File: src/rtl/multicycle_muldiv_unit.sv
// multicycle_muldiv_unit: iterative RV32M multiply/divide with shift-add and restoring division
module multicycle_muldiv_unit #(
    parameter int XLEN  = 32,
    parameter int CNT_W = 6
) (
    input  logic            CLK,
    input  logic            RESET,
    input  logic            start,
    input  logic            flush,
    input  logic [2:0]      func3,
    input  logic [XLEN-1:0] operand_a,
    input  logic [XLEN-1:0] operand_b,
    input  logic [4:0]      rd_in,
    output logic            ready,
    output logic            busy,
    output logic            result_valid,
    output logic [XLEN-1:0] result,
    output logic [4:0]      rd_out
);
    typedef enum logic [1:0] {IDLE, CALC, FIX, DONE} state_t;
    state_t state, state_nx;
    logic [2:0] op;
    logic [XLEN-1:0] a_abs, b_abs, rem, special_val, quo_fix, rem_fix, fix_val;
    logic [2*XLEN-1:0] acc, addend, prod_fix;
    logic [XLEN:0] rem_sh, diff;
    logic [CNT_W-1:0] cnt;
    logic neg_q, neg_r, a_sgn, b_sgn, div_zero, div_ovf, special, accept;
    assign a_sgn = operand_a[XLEN-1] & (func3 == 3'b001 || func3 == 3'b010 || (func3[2] && !func3[0]));
    assign b_sgn = operand_b[XLEN-1] & (func3 == 3'b001 || (func3[2] && !func3[0]));
    assign div_zero = func3[2] && operand_b == '0;
    assign div_ovf = func3[2] && !func3[0] && operand_a == {1'b1, {(XLEN-1){1'b0}}} && operand_b == '1;
    assign special = div_zero | div_ovf;
    assign special_val = div_zero ? (func3[1] ? operand_a : '1) : (func3[1] ? '0 : {1'b1, {(XLEN-1){1'b0}}});
    assign addend = b_abs[cnt[4:0]] ? ({{XLEN{1'b0}}, a_abs} << cnt) : '0;
    assign rem_sh = {rem, a_abs[XLEN-1]};
    assign diff = rem_sh - {1'b0, b_abs};
    assign prod_fix = neg_q ? -acc : acc;
    assign quo_fix = neg_q ? -acc[XLEN-1:0] : acc[XLEN-1:0];
    assign rem_fix = neg_r ? -rem : rem;
    assign fix_val = op[2] ? (op[1] ? rem_fix : quo_fix) : (op == 3'b000 ? prod_fix[XLEN-1:0] : prod_fix[2*XLEN-1:XLEN]);
    // next state and handshake outputs; flush always returns to IDLE and masks the result pulse
    always_comb begin
        ready = state == IDLE || state == DONE;
        busy = state == CALC || state == FIX;
        result_valid = state == DONE && !flush;
        accept = ready && start && !flush;
        state_nx = flush ? IDLE :
                   ready ? (start ? (special ? DONE : CALC) : IDLE) :
                   state == CALC ? (cnt == CNT_W'(XLEN-1) ? FIX : CALC) : DONE;
    end
    // state register
    always_ff @(posedge CLK) begin
        if (!RESET) state <= IDLE;
        else state <= state_nx;
    end
    // operand capture, one radix-2 iteration per CALC cycle, sign fix-up in FIX
    always_ff @(posedge CLK) begin
        if (!RESET) begin
            op <= '0;
            rd_out <= '0;
            result <= '0;
            cnt <= '0;
            acc <= '0;
            rem <= '0;
            a_abs <= '0;
            b_abs <= '0;
            neg_q <= 1'b0;
            neg_r <= 1'b0;
        end else if (accept) begin
            op <= func3;
            rd_out <= rd_in;
            a_abs <= a_sgn ? -operand_a : operand_a;
            b_abs <= b_sgn ? -operand_b : operand_b;
            neg_q <= a_sgn ^ b_sgn;
            neg_r <= a_sgn;
            cnt <= '0;
            acc <= '0;
            rem <= '0;
            if (special) result <= special_val;
        end else if (state == CALC) begin
            cnt <= cnt + 1'b1;
            if (op[2]) begin
                rem <= diff[XLEN] ? rem_sh[XLEN-1:0] : diff[XLEN-1:0];
                acc <= {acc[2*XLEN-2:0], ~diff[XLEN]};
                a_abs <= a_abs << 1;
            end else begin
                acc <= acc + addend;
            end
        end else if (state == FIX && !flush) begin
            result <= fix_val;
        end
    end
endmodule
File: config.mk
export PLATFORM = sky130hd
export DESIGN_NAME = multicycle_muldiv_unit
export DESIGN_NICKNAME = d
export VERILOG_FILES = /design/src/rtl/multicycle_muldiv_unit.sv
export SDC_FILE = /design/constraint.sdc
export NUM_CORES = 1
export LEC_CHECK = 0
export ABC_AREA = 1
export CORE_MARGIN = 10
export CORE_UTILIZATION = 25
export CTS_BUF_LIST = sky130_fd_sc_hd__clkbuf_4 sky130_fd_sc_hd__clkbuf_8 sky130_fd_sc_hd__clkbuf_16
export CTS_CLUSTER_DIAMETER = 60
export CTS_CLUSTER_SIZE = 16
export DETAILED_ROUTE_END_ITERATION = 8
export HOLD_SLACK_MARGIN = 0.1
export PLACE_DENSITY_LB_ADDON = 0.3
export SLEW_MARGIN = 5
export SYNTH_ARGS = -nofsm -noshare
export SYNTH_HDL_FRONTEND = slang
export SYNTH_SLANG_ARGS = --single-unit
File: constraint.sdc
create_clock -name CLK -period 3.12 [get_ports CLK]
set_clock_uncertainty 0.05 [all_clocks]
set_input_delay 0.312 -clock CLK [delete_from_list [all_inputs] [get_ports CLK]]
set_output_delay 0.312 -clock CLK [all_outputs]
set_load 0.02 [all_outputs]
==> run summary <==
The run finished, with violations left. The checks that failed: setup timing. Clock-pin slew was measured on the worst setup and hold paths at 70 ps. The first global-routing pass estimated 183 mm of wire. The logs give 250 MHz for the fmax and 25.1% for the starting utilization of the core area. The final critical path takes up 128% of the cycle. The via count of the first global-routing pass is 29323, and the critical-path maximum fanout is 7.

The total of warnings raised by yosys was 0. Compared with the post-synthesis result, the final layout area differs by 45.3%. In this run the count of I/O pins placed on the die edge is 116. End of the worst register-to-register path: acc[59].

The average cell area after synthesis was 5.60 µm². The clock period minus final worst setup slack came out at 4010 ps. The type of the setup path with the least slack is register to register. The tools report the number of levels the H-tree was split into as 1.

TritonCTS built the clock tree. In the synthesized netlist the async set-or-reset flop fraction comes to 0%. After detailed routing, the total wire length is 126 mm. The transition time at the pin with the least slew margin works out to 797 ps.

The share of the synthesized area in the top cell type was 17.7%. The worst-path cell with the longest stage delay is dfxtp_4. The maximum ir drop on the vdd rail is 451 µV, and the power per cell area is 286 nW/µm². In the synthesized netlist the dominant register cell turns out to be dfxtp_1. When the netlist entered floorplanning its net count stood at 4432. The tightest hold margin is 223 ps. The remaining global-route overflow is 0, and the post-synthesis share of cell area spent on full adders, half adders and majority gates is 5.63%. The tools report the number of endpoints with negative hold slack in the final report as 0. The tools report the latest clock arrival within the worst-skew pair as 650 ps. In this design, the stage delay of the slowest critical-path cell is 440 ps. The vias per cell is 5.15, and the post-layout utilization of the core is 36.5%. The tools report the global-route usage over all layers as 21.9%.

Count of antenna-violating nets left after detailed routing: 0. Setup repair after global routing could not meet its margin everywhere. In this run the most critical hold path is launched from rd_in[3]. The final critical-path setup slack was -887 ps. After synthesis, the netlist uses 58 different library cells.

Headroom to the max-slew limit came out at 46.3%. The worst hold path belongs to the class primary input to register. The tools report the kind of end point of the critical path as a register. Total clock buffers created by CTS: 31. The logs give -43740 ps for the total negative slack and 31629 for the total number of vias.

Of the synthesized area, sequential elements account for 17.7%. After Yosys synthesis, and, or, nand and nor cells account for 37.4% of the synthesized area. The combinational family with the most area after synthesis is simple AND/OR/NAND/NOR gates. The congestion estimate from routability-driven global placement came to 1.03.

The width of the die came out at 329 µm. Entering global routing, the biggest net connects 69 pins. Across all register-to-register paths, the minimum setup slack is -890 ps.

The average wire per cell in the routed design was 20.5 µm. The tools report the buffer type at the clock tree root as clkbuf_16. The number of optimization iterations in the first detailed-route pass was 6; the worst path arrival time was 4480 ps. The tools report the initial antenna violation count as 0.

The reg-to-reg critical path startpoint is cnt[0]. The most critical setup path has its endpoint at acc[59]. By area the synthesized netlist is led by dfxtp_1 (18%), nand2_1 (17%), a21oi_1 (8.7%), o21ai_0 (7.9%), nor2_1 (7.9%).

The number of rows in the core area is 113, and the fraction of layout cells with a size suffix above 1 is 26.2%. Measured along the y axis, the die boundary spans 329 µm. The run gives 2848 as the initial DRC count. Synthesis handed over a netlist of 4250 instances. The compound-gate portion of the synthesized area works out to 23.8%.

The number of remaining DRC errors was 0. For this design the static power due to leakage is 15.2 nW. The total of buffers placed on input and output ports works out to 115. The run gives 0 as the hold buffer count at CTS. Max-cap violations in this run came to 0. The die covers 108000 µm². Counting cells, the worst reg-to-reg path comes to 28. The mapped netlist covers 23800 µm². The maximum clock path buffer count was 3; the number of antenna cells inserted was 0. Filler cell count: 10245. Data on the critical path is required at its endpoint by 3590 ps.

The clock sink count was 210; the register bit total from synthesis was 210. The number of flops mapped to enable cells by yosys works out to 0. The HPWL after detailed placement is 101 mm. The largest area contributor in the synthesized netlist was dfxtp_1. The worst setup path is launched from a register.

The most numerous cell type found on the critical path is nand2_1. Of the total synthesized cell area, the portion taken by XOR and XNOR cells is 4.08%. The proportion of synthesized area in mux cells was 0.210%; the number of nets in the finished design was 5036.

After floorplanning, the core was sized to cover 94700 µm². The number of pins exceeding their max-slew limit in the final report is 0. The tools report the startpoint of the worst setup timing path as cnt[0].

Setup violations remaining at the end of the flow were counted as 60.
[power breakdown]
group / leakage, nW / switching (mW) / internal (mW)
clock: 0.528 / 1.74 / 1.99
combinational: 13.0 / 2.03 / 1.21
sequential: 1.71 / 0.117 / 2.79
total: 15.2 / 3.88 / 6.00
[critical path: cells and delay by family (launching register included)]
kind,cells,cell delay (ps)
and+or+nand+nor,18,1950
buffers and inverters,7,950
DFF,1,440
adders and majority gates,1,260
AOI/OAI and AO/OA,2,210
[synthesized netlist by cell type (11+ instances only)]
master	count
o211ai_1	36
inv_2	16
dfxtp_1	210
o21bai_1	21
o21a_1	12
a31oi_1	28
nor2_1	500
o22ai_1	29
inv_1	465
nor3_1	64
buf_2	28
nand4_1	53
xor2_1	88
nor4_1	12
o21ai_0	378
o21ai_1	34
buf_1	20
nand2_1	1084
clkbuf_1	102
a21oi_1	413
buf_6	13
a21o_1	18
ha_1	104
o32ai_1	13
xnor2_1	23
nand3_1	356
buf_4	11
[stage by stage]
step | cell area (µm²) | power, mW | worst slack (ps) | instances
detailed placement | 30400 | 5.91 | -1090 | 6037
finish | 34600 | 9.88 | -887 | 6144
global route | 34600 | 10.3 | -1080 | 6144
global placement | 30400 | 5.92 | -1130 | 6037
floorplan | 24000 | 4.55 | -55.9 | 4250
CTS | 32100 | 9.70 | -954 | 6108
[timing repair]
action                     4_1_cts  5_1_grt
buffers inserted                11       32
setup endpoints to repair       62       72
resized for setup              161      552
pin swaps                       30      127
cloned                           2        5
[registers in the layout, indices dropped and copies added (netlist names)]
register and count:
rd_out 5, b_abs 32, state 2, result 32
acc 64, neg_r 1, rem 32, cnt 6
op 3, a_abs 32, neg_q 1
[cell usage in the layout, fill, tap and decap left out, drive strengths merged, types with 12 or more instances in the layout]
cell and instances:
a21o 18, a21oi 418, a31oi 28, buf 625, clkbuf 38, clkdlybuf4s50 115, clkinv 17, dfxtp 210
ha 104, inv 491, nand2 1091, nand3 361, nand4 53, nor2 511, nor3 73, nor4 13
o211ai 36, o21a 12, o21ai 419, o21bai 21, o22ai 29, o32ai 13, or2 12, xnor2 23
xor2 88
[cells by family (layout without fill, tap and decap cells)]
group / count (synthesis) / count (layout)
and+or+nand+nor: 2126 / 2126
AOI/OAI and AO/OA: 1033 / 1033
buffers and inverters: 659 / 1288
DFF: 210 / 210
xor gates and xnor gates: 111 / 111
adders and majority gates: 106 / 106
muxes: 5 / 5
[per-layer routing]
metal | wire length [µm] | GRT usage, %
met5 | 0 | 0
met1 | 52500 | 27.9
met3 | 8420 | 2.48
met2 | 56300 | 35.7
met4 | 8570 | 12.1
[area by class of cell]
| type | instances | area [µm²] | share of cell area, % |
|---|---|---|---|
| clock inverters | 24 | 265 | 0.767 |
| clock buffers | 34 | 817 | 2.36 |
| inverters | 485 | 1840 | 5.33 |
| multi-input cells | 3381 | 19600 | 56.8 |
| repair buffers | 744 | 6230 | 18.0 |
| well taps | 1265 | 1580 | 4.57 |
| repair inverters | 1 | 6.26 | 0.0181 |
| flip-flops and latches | 210 | 4210 | 12.2 |
[worst min-delay path by stage]
stage	end	slack (ps)	cells past startpoint
after floorplan	b_abs[2]	370	2
after global placement	rd_out[3]	420	1
after detailed placement	rd_out[0]	420	1
after CTS	rd_out[3]	190	2
after global routing	rd_out[3]	220	2
final	rd_out[3]	220	2
Power figures use the tool's default switching activity.
